[src/rtl/sliced_addsub.sv]
// Multi-cycle adder/subtractor: adds a WIDTH-bit operand pair SLICE bits per clock,
// with the inter-slice carry held in a flop and a start/busy/done handshake.
module sliced_addsub #(
   parameter int unsigned WIDTH = 16,
   parameter int unsigned SLICE = 4
) (
   input  logic             clock,
   input  logic             resetn,
   input  logic             start,
   input  logic             sub,
   input  logic [WIDTH-1:0] a,
   input  logic [WIDTH-1:0] b,
   input  logic             cin,
   output logic [WIDTH-1:0] sum,
   output logic             cout,
   output logic             overflow,
   output logic             busy,
   output logic             done
);

   localparam int unsigned NSLICE = WIDTH / SLICE;
   localparam int unsigned KW     = (NSLICE > 1) ? $clog2(NSLICE) : 1;

   if ((WIDTH % SLICE) != 0) begin : g_width_check
      $error("sliced_addsub: WIDTH must be a multiple of SLICE");
   end

   typedef enum logic [1:0] {IDLE, RUN, DONE} state_t;

   state_t           state;
   logic [WIDTH-1:0] opa;
   logic [WIDTH-1:0] opb;
   logic             carry;
   logic [KW-1:0]    k;

   logic [SLICE-1:0] sa;
   logic [SLICE-1:0] sb;
   logic [SLICE-1:0] ssum;
   logic             scout;
   logic             smsb_cin;
   logic             last;

   // Ripple of full adders over the current slice; smsb_cin keeps the carry into
   // the slice MSB, which on the last slice is the carry into bit WIDTH-1.
   always_comb begin
      logic cy;
      sa       = opa[k*SLICE +: SLICE];
      sb       = opb[k*SLICE +: SLICE];
      ssum     = '0;
      cy       = carry;
      smsb_cin = carry;
      for (int unsigned i = 0; i < SLICE; i++) begin
         ssum[i]  = sa[i] ^ sb[i] ^ cy;
         smsb_cin = cy;
         cy       = (sa[i] & sb[i]) | (cy & (sa[i] ^ sb[i]));
      end
      scout = cy;
      last  = (k == KW'(NSLICE - 1));
   end

   always_ff @(posedge clock or negedge resetn) begin
      if (!resetn) begin
         state    <= IDLE;
         opa      <= '0;
         opb      <= '0;
         carry    <= 1'b0;
         k        <= '0;
         sum      <= '0;
         cout     <= 1'b0;
         overflow <= 1'b0;
         busy     <= 1'b0;
         done     <= 1'b0;
      end else begin
         case (state)
            IDLE, DONE: begin
               done <= 1'b0;
               if (start) begin
                  opa      <= a;
                  opb      <= sub ? ~b : b;
                  carry    <= cin;
                  k        <= '0;
                  sum      <= '0;
                  cout     <= 1'b0;
                  overflow <= 1'b0;
                  busy     <= 1'b1;
                  state    <= RUN;
               end else begin
                  state <= IDLE;
               end
            end
            RUN: begin
               sum[k*SLICE +: SLICE] <= ssum;
               carry                 <= scout;
               k                     <= k + 1'b1;
               if (last) begin
                  cout     <= scout;
                  overflow <= smsb_cin ^ scout;
                  busy     <= 1'b0;
                  done     <= 1'b1;
                  state    <= DONE;
               end
            end
            default: state <= IDLE;
         endcase
      end
   end

endmodule

[config.mk]
export PLATFORM = sky130hd
export DESIGN_NAME = sliced_addsub
export DESIGN_NICKNAME = d
export VERILOG_FILES = /design/src/rtl/sliced_addsub.sv
export SDC_FILE = /design/constraint.sdc
export NUM_CORES = 1
export LEC_CHECK = 0
export CAP_MARGIN = 20
export CORE_UTILIZATION = 40
export CTS_BUF_LIST = sky130_fd_sc_hd__clkbuf_4 sky130_fd_sc_hd__clkbuf_8
export CTS_CLUSTER_DIAMETER = 80
export DETAILED_ROUTE_END_ITERATION = 10
export GPL_ROUTABILITY_DRIVEN = 0
export SYNTH_ARGS = -nofsm -noshare
export SYNTH_HDL_FRONTEND = slang
export SYNTH_SLANG_ARGS = --single-unit
export TNS_END_PERCENT = 1
[constraint.sdc]
create_clock -name clock -period 3.6 [get_ports clock]
set_input_delay 1.08 -clock clock [delete_from_list [all_inputs] [get_ports clock]]
set_output_delay 1.08 -clock clock [all_outputs]
set_load 0.05 [all_outputs]
# Yosys cells after proc, flatten, opt, wreduce, memory -nomap -nowiden
# Index checks and enable logic that the tools add are counted.
# word_totals
reg_bits	57
input_bits	37
out_inout_bits	20
wordCells	71
# op_classes
addsub	2
eq_ne	5
shifts	4
n_mux	21
n_bitwise	22
n_reduce_logical	7
# op_table
op	n
$neg 4->34	1
$shift 4x34->16 const A	1
$shiftx 4x34->16	1
$mux 16	2
$pmux 16 s2	1
$shiftx 16x5->4	2
$bwmux 16	1
$not 16->16	1
$pmux 1 s2	5
$xor 1x1->1	9
$and 1x1->1	8
$mux 1	8
$pmux 2 s2	2
$reduce_and 2->1	3
$eq 2x2->1 const B	2
$mux 2	2
$ne 2x2->1 const B	2
$or 1x1->1	4
$reduce_and 3->1	1
$add 2x1->2 const B	1
$eq 2x1->1 const B	1
$logic_not 2->1	1
$reduce_bool 2->1	1
$reduce_or 2->1	1

# Longest topological paths before layout
# depth
depth_word	13
depth_mapped	11

# Least setup slack after synthesis
# No wires, ideal clock.
# synth_timing
kind	reg-to-reg
start	register k[1]
end	register sum[3]
t_arrival_ns	2.692
slack_ns	0.798
path_stages_with_launch	11
path_buffers	1
synth_period_minus_slack_ns	2.802
path_cell_list	dfrtp_1 clkbuf_1 mux4_1 inv_1 fa_1 inv_1 fa_1 inv_1 fa_1 fa_1 o41ai_1
# synth_via
elab_chain_cells	12
elab_cells_between_ends	24
classes_between	add/sub: 1; shift: 4; mux: 2; bitwise: 17
# synth_lines
element	line	source
from (decl)	34	logic [KW-1:0] k;
from (signal assigned)	94	k <= k + 1'b1;
$shiftx 16x5->4 (on tied branches)	47, 48	
$xor 1x1->1	53, 55	
$and 1x1->1	55	cy = (sa[i] & sb[i]) | (cy & (sa[i] ^ sb[i]));
$or 1x1->1	55	
$and 1x1->1	55	
$or 1x1->1	55	
$and 1x1->1	55	
$or 1x1->1	55	
$xor 1x1->1	53	ssum[i] = sa[i] ^ sb[i] ^ cy;
$shiftx 4x34->16	92	sum[k*SLICE +: SLICE] <= ssum;
$bwmux 16 (*)	92	
$pmux 16 s2 (*)	74	case (state)
to (signal, indexed assignment)	92	
to (decl)	14	output logic [WIDTH-1:0] sum,
# Every way passes the cells marked *; elsewhere a longest branch is shown, timed or not.
# A chain may end at the register's enable or synchronous reset.

# Worst setup path after layout
# layout_timing
start	register k[0]
end	register sum[3]
# Same word-level chain as after synthesis.

==> results.cfg <==
[drt]
via_count = 1950
drtIter0Drc = 101
drc = 4
first_pass_iters = 7
wl_mm = 5.19
drtAntennaViolNets = 0
wl_per_cell_microns = 13.2
viasPerCell = 4.97

[yosys]
yosysWarnings = 0
synth_xor_area_share_pct = 5.43
synth_top_family_by_area = simple AND/OR/NAND/NOR gates
synth.distinct_cells = 32
yosysMostFrequentCell = nand2_1
async_flop_share_pct = 100
yosys.area_share.adder_pct = 4.74
syn_area_sq_um = 2740
synth_top_area_share_pct = 52.0
synth_seq_cells = 57
syn_nets = 300
synthFlopType = dfrtp_1
synthCells = 255
synthMuxAreaShare_pct = 7.25
synth.largest_area_cell = dfrtp_1
synth-compound-area-share_pct = 9.67
syn_area_per_cell_sq_um = 10.8
seq_area_frac_synth_pct = 52.0
synthSimpleGateAreaFrac_pct = 15.5
synth.top_cells.by_count = 68 x nand2_1, 57 x dfrtp_1, 24 x o21ai_0
yosys-top-cells-area = dfrtp_1 52%, nand2_1 9.3%, xnor2_1 5.4%, mux4_1 4.8%, o21ai_0 4.4%
synth_edf_count = 0

[grt]
grt_pass1_vias = 1992
antenna_found_initial = 0
grt_pass1_wl_mm = 9.14
grt-ovfl-total = 0
grt_usage_pct = 16.7
grt_max_degree = 33

[status]
violations = DRC
status = finished with violations

[timing]
rsz0062_at_grt = false
fin_skew_ps = 7.20
max_freq_mhz = 344
fin_crit_ps = 2910
timing.setup.tns_ps = 0
drv_slew = 0
final_hold_viol_count = 0
setup_viol = 0
slew_headroom_pct = 45.1
min_period_over_period_pct = 80.8
hold_ws_ps = 473
tightestPinTransition_ps = 821

[final_layout]
fill_cells = 607
area_growth_pct = 27.8
nNetsFinal = 357
stdcell_count = 392
antenna_cells = 0
final_layout_size_suffix_gt1_share_pct = 9.21

[critical_path]
slowest_stage = mux4_1
crit_path_start_kind = flop
endpoint_kind = flop
cp_common_cell = fa_1
cp.arrival_ps = 3140
path_max_fanout = 6
crit_required_ps = 3830
path_cells = mux4_1 -> inv_1 -> fa_1 -> inv_1 -> fa_1 -> inv_1 -> fa_1 -> fa_1 -> o41ai_1
crit_type = flop to flop
rr_startpoint = k[0]
slowest_delay_ps = 580
worst_r2r_endpoint = sum[3]
critPathBufInv = 3
cp_top_family = adder cells
reg2reg_depth = 9
r2r_slack_ps = 690

[clock_tree]
post_cts_resized = 0
h-tree-depth = 3
clk_latency_ps = 340
cts.sinks = 57
hold_buffers = 0
post-cts-setup-buffer-count = 0
cts_buffer_depth = 2
cts_tree = done
cts_made_buffers = 9
clk_pin_slew_worst_paths_ps = 60
clockRootBuffer = clkbuf_8

[placement]
dp_cells = 378
hpwl_mm = 3.85
io_buffer_count = 56

[job]
cap_violations = 0

[power]
power_leakage_uw = 0.00159
peakVddDrop_uv = 417
power_density_nw_per_um2 = 910
power_uw = 3190

[worst_hold_path]
whs_endpoint = opb[4]
hold_depth = 2
hp-class = flop to flop
worstHoldStart = opb[4]

[die]
rows = 29
start_util_pct = 42.2
core_area_sq_um = 6490
die_w_microns = 84.8
dieArea_sq_um = 7200
io-pin-count = 57
dieHeight_microns = 84.8
==> where the power goes <==
group / leakage (uW) / switching (uW) / total (uW) / internal (uW)
combinational: 0.000780 / 962 / 1640 / 682
sequential: 0.000730 / 175 / 1080 / 907
clock: 0.0000843 / 232 / 466 / 235
total: 0.00159 / 1370 / 3190 / 1820
==> worst register-to-register path: stages, from the launching register on <==
cell and delay (ps):
dfrtp_1 460, mux4_1 580, inv_1 90, fa_1 160, inv_1 50, fa_1 350
inv_1 70, fa_1 220, fa_1 500, o41ai_1 310
==> how the worst max path moves through the flow <==
| stage | start | end | depth (start not counted) |
|---|---|---|---|
| after CTS | k[0] | sum[3] | 9 |
| after floorplan | k[1] | sum[3] | 10 |
| after detailed placement | k[0] | sum[3] | 9 |
| after global placement | k[0] | sum[3] | 9 |
| after global routing | k[0] | sum[3] | 9 |
| final | k[0] | sum[3] | 9 |
==> cells by family (layout without fill, tap and decap cells) <==
kind of cell	count (synthesis)	in the layout
DFF	57	57
AOI/OAI and AO/OA	41	41
and+or+nand+nor	95	95
buffers and inverters	29	89
xor gates and xnor gates	17	17
muxes	8	8
adders and majority gates	8	8
==> area by class of cell <==
type	instances	area [sq um]	share of cell area, %
Multi-Input combinational cell	169	1170	33.4
Clock buffer	9	124	3.53
Clock inverter	5	25.0	0.714
Inverter	13	48.8	1.39
Sequential cell	57	1430	40.7
Timing Repair Buffer	62	613	17.5
Tap cell	77	96.3	2.75
==> registers in the layout (all words and copies together) (netlist names) <==
register  cells
k             2
sum          16
state         2
opa          16
done          1
overflow      1
opb          16
busy          1
cout          1
carry         1
==> cell usage in the layout (no fill, tap or decap), types with 2 or more instances in the layout <==
cell type        instances
nand2_1                 68
ha_1                     4
clkdlybuf4s50_1         55
nor2_1                   2
mux4_1                   5
clkinv_2                 5
o2bb2ai_1                7
o21ai_0                 24
nor3b_1                  2
dfrtp_1                 57
o41ai_1                  4
xnor2_1                 17
inv_1                   13
nand3b_1                 3
nand2b_1                 3
buf_4                    5
fa_1                     4
mux4_2                   3
clkbuf_8                 9
nand3_1                 11
==> routing by layer <==
metal | vias to the layer above | wire length, microns | GRT usage, %
li1 | 974 | - | -
met1 | 917 | 2460 | 21.1
met2 | 48 | 2370 | 25.8
met3 | 11 | 264 | 6.13
met4 | 0 | 92 | 7.86
met5 | - | 0 | 0
==> per-stage QoR <==
| stage | setup WS, ps | utilization [%] | instance area [sq um] |
|---|---|---|---|
| 2_1_floorplan | 798 | - | 2740 |
| 3_3_place_gp | 728 | 51.7 | 3360 |
| 3_5_place_dp | 665 | 51.7 | 3360 |
| 4_1_cts | 657 | 54.0 | 3510 |
| 5_1_grt | 483 | 54.0 | 3510 |
| 6_report | 691 | 54.0 | 3510 |
Power figures use the tool's default switching activity.
==> RTL edit 1, RTL diff (same settings) <==
Reset style: synchronous (`resetn`), changed in one clocked block.
--- a/src/rtl/sliced_addsub.sv
+++ b/src/rtl/sliced_addsub.sv
@@ -58,7 +58,7 @@
       last  = (k == KW'(NSLICE - 1));
    end
 
-   always_ff @(posedge clock or negedge resetn) begin
+   always_ff @(posedge clock) begin
       if (!resetn) begin
          state    <= IDLE;
          opa      <= '0;
Function: differs if resetn is asserted again (counterexample within 4 cycles, from zero or initial values and one cycle with resetn low); with resetn held inactive, the same outputs for 4 cycles.
==> RTL edit 1 against the original RTL <==
Die area fell by 3.4%. Synthesized area fell by 3.5%. Sequential cell count did not move. Worst setup slack got worse by 0.27 ns. Routed wire length rose by 6.5%. Final area fell by 1.5%. Utilization rose by 0.12 points. Critical endpoint is now sum[3]$_SDFFE_PN0P_. Largest cell class is now multi-input gates. Highest routed layer unchanged.
Power is not compared: it rests on default switching activity, and its combinational part moved more than twofold at a synthesized area within 25%.
==> RTL edit 1: results (changes against the original RTL) <==
| Metric | Value |
|---|---|
| Status | `completed (was finished, violations left)` |
| RR Startpoint | `k[0]$_SDFFE_PN0P_ (was k[0]$_DFFE_PN0P_)` |
| Post-Place Worst Slack | `0.4291 ns (was 0.6649 ns)` |
| Drt first pass iters | `4 (was 7)` |
| Drt first-iter violations | `86 (was 101)` |
| All-Layer GR Usage | `17.74% (was 16.72%)` |
| Fin worst setup slack | `0.4201 ns (was 0.6910 ns)` |
| Pin count of the biggest net entering global routing | `32 (was 33)` |
| CP max stage delay | `0.55 ns (was 0.58 ns)` |
| Register area share after synthesis | `43.10% (was 51.98%)` |
| Yosys top cell by area | `dfxtp_1 (was dfrtp_1)` |
| Post-DP HPWL | `4091 um (was 3849 um)` |
| Post-synthesis net count | `318 (was 300)` |
| Async SR Flop Fraction | `0% (was 100.0%)` |
| Hold_sp | `opa[14]$_SDFFE_PN0P_ (was opb[4]$_DFFE_PN0P_)` |
| Number of global-route vias before repair | `1980 (was 1992)` |
| Fillers | `577 (was 607)` |
| Layout cells sized above 1 | `12.01% (was 9.206%)` |
| Cells after DPL | `394 (was 378)` |
| Routed WL | `5528 um (was 5191 um)` |
| Avg Cell Area, Syn | `9.698 sq um (was 10.76 sq um)` |
| Worst Tran Pin Value | `0.8126 ns (was 0.8211 ns)` |
| Vias | `2052 (was 1950)` |
| Hold path endpoint | `opa[14]$_SDFFE_PN0P_ (was opb[4]$_DFFE_PN0P_)` |
| Nets | `373 (was 357)` |
| Clock skew | `0.008237 ns (was 0.007198 ns)` |
| Most area-consuming cells after synthesis | `dfxtp_1 43%, mux4_2 6.8%, nand2_1 5.4% (was dfrtp_1 52%, nand2_1 9.3%, xnor2_1 5.4%)` |
| Compound-cell area share of the yosys netlist | `16.21% (was 9.667%)` |
| Worst path arrival time | `3.45 ns (was 3.14 ns)` |
| Distinct cells, synth | `36 (was 32)` |
| List of most frequent post-synthesis cells | `57 x dfxtp_1, 38 x nand2_1, 26 x a21oi_1, 23 x nor2_1 (was 68 x nand2_1, 57 x dfrtp_1, 24 x o21ai_0, 17 x xnor2_1, 13 x inv_1)` |
[RTL edit 1: final cells by class]
cell class	count	area, sq um	share of cell area (%)
clock inverters	2	35.03	1.014
inverters	14	52.55	1.521
repair buffers	64	620.6	17.96
well taps	77	96.34	2.789
clock buffers	14	180.2	5.216
flip-flops and latches	57	1141	33.03
multi-input cells	182	1329	38.46
[RTL edit 1: report_power, final]
part,switching [mW],internal [mW],leakage [nW],total [mW]
Clock,0.242,0.391,0.114,0.632
Sequential,0.0233,0.665,0.467,0.688
Combinational,0.132,0.121,0.659,0.253
[RTL edit 1: metal layers]
| metal | wire, um | track usage [%] | part of all wire, % | vias up |
|---|---|---|---|---|
| met2 | 2446 | 26.53 | 44 | 60 |
| met1 | 2665 | 22.68 | 48 | 924 |
| li1 | - | - | - | 1057 |
| met5 | 0 | 0 | 0 | - |
| met3 | 322 | 7.853 | 5.8 | 11 |
| met4 | 93 | 6.270 | 1.7 | 0 |
==> RTL edit 2, RTL diff (same settings) <==
Made on the original files. Set the parameter `SLICE` to 8 (it was 4).
--- a/src/rtl/sliced_addsub.sv
+++ b/src/rtl/sliced_addsub.sv
@@ -2,7 +2,7 @@
 // with the inter-slice carry held in a flop and a start/busy/done handshake.
 module sliced_addsub #(
    parameter int unsigned WIDTH = 16,
-   parameter int unsigned SLICE = 4
+   parameter int unsigned SLICE = 8
 ) (
    input  logic             clock,
    input  logic             resetn,
Behaviour: not the same (Yosys sat finds a counterexample within 4 cycles, from zero or initial values and one cycle with resetn low).
==> RTL edit 2 against the original RTL <==
Final area is 3.5% lower. Routed wire length is 4.2% lower. Count of clock-buffer cells in the layout is 4 lower. Sequential share of layout area is 0.76 points higher. Worst setup slack worse by 0.63 ns. Synthesized area is 3.8% lower. Die area is 3.7% lower. Sequential cell count is 1 lower. Power is 8.4% higher. Maximum frequency is 18% lower. Clock skew is 0.0013 ns higher. Highest routed layer unchanged.
==> RTL edit 2: results (changes against the original RTL) <==
| Metric | Value |
|---|---|
| Layout cells sized above 1 | `22.18% (was 9.206%)` |
| Longest Clk Path Bufs | `2 (unchanged)` |
| Pin count of the biggest net entering global routing | `36 (was 33)` |
| Post-DP HPWL | `3639 um (was 3849 um)` |
| Crit path to | `carry$_DFFE_PN0P_ (was sum[3]$_DFFE_PN0P_)` |
| H-Tree Depth | `2 (was 3)` |
| Routed WL | `4973 um (was 5191 um)` |
| Vias per cell | `4.872 (was 4.974)` |
| CP Launch Point | `k$_DFFE_PN0P_ (was k[0]$_DFFE_PN0P_)` |
| Cells after DPL | `345 (was 378)` |
| Compound-cell area share of the yosys netlist | `8.578% (was 9.667%)` |
| Synth Area in XOR/XNOR | `5.640% (was 5.426%)` |
| Hold path endpoint | `opb[13]$_DFFE_PN0P_ (was opb[4]$_DFFE_PN0P_)` |
| Num CTS Buffers | `5 (was 9)` |
| Crit-path max FO | `8 (was 6)` |
| Post-synthesis net count | `266 (was 300)` |
| Distinct cells, synth | `24 (was 32)` |
| Drt first pass iters | `4 (was 7)` |
| Clock skew | `0.008456 ns (was 0.007198 ns)` |
| Status | `completed (was finished, violations left)` |
| R2R Setup Slk | `0.07 ns (was 0.69 ns)` |
| Critical-path cell with the highest stage delay | `or3b_2 (was mux4_1)` |
| Most area-consuming cells after synthesis | `dfrtp_1 53%, mux2_2 9.4%, fa_1 6.1% (was dfrtp_1 52%, nand2_1 9.3%, xnor2_1 5.4%)` |
| Nets | `321 (was 357)` |
| Clock power share | `11.4% (was 14.6%)` |
| CP max stage delay | `0.47 ns (was 0.58 ns)` |
| Comb power | `1.96 mW (was 1.64 mW)` |
| Fin crit period | `3.535 ns (was 2.909 ns)` |
| Post-CTS Setup Bufs | `1 (was 0)` |
| Root Buffer | `clkbuf_8 (unchanged)` |
| Post-synthesis mux area share | `13.18% (was 7.250%)` |
| Post-Place Worst Slack | `-0.007137 ns (was 0.6649 ns)` |
| Register area share after synthesis | `53.08% (was 51.98%)` |
| Clock-pin slew on the worst setup and hold paths | `0.10 ns (was 0.06 ns)` |
| Adder-cell share of the synthesized area | `6.066% (was 4.742%)` |
| FF-to-FF path depth | `12 (was 9)` |
| Hold_sp | `opb[13]$_DFFE_PN0P_ (was opb[4]$_DFFE_PN0P_)` |
| Routed len/inst | `14.13 um (was 13.24 um)` |
| Internal power | `1.999 mW (was 1.823 mW)` |
| Post-cts gate resize count | `3 (was 0)` |
| VDD IR-drop max | `483.6 uV (was 417.4 uV)` |
| Drt first-iter violations | `64 (was 101)` |
RTL edit 2: cell count changes in the layout (fill, tap and decap cells not counted), sizes merged, moves of 6 or more:
cell	unedited run	this run
o2bb2ai	7	0
mux4	8	0
mux2i	0	10
mux2	0	22
inv	13	7
o21ai	24	33
nand2	68	24
nand3	11	18
RTL edit 2: layer usage:
layer	track usage (%)	up-vias	part of all wire [%]
met5	0	-	0
met4	4.232	0	1.0
met3	3.380	6	3.9
met2	24.74	38	47
met1	21.12	818	48
li1	-	853	-
RTL edit 2: layout make-up:
type	count	area, sq um
tap	77	96.34
timing repair buffer	64	615.6
clock buffer	5	68.82
sequential	56	1403
fill	559	2965
clock inverter	1	30.03
multi-input combinational	142	1145
inverter	7	26.28
RTL edit 2: cells by family after synthesis:
| logic type | Yosys count |
|---|---|
| XOR/XNOR | 17 |
| multiplexers | 32 |
| AND/OR/NAND/NOR | 48 |
| adder cells (fa/ha/maj) | 8 |
| buffers and inverters | 23 |
| AO/OA/AOI/OAI | 37 |
| flip-flops | 56 |
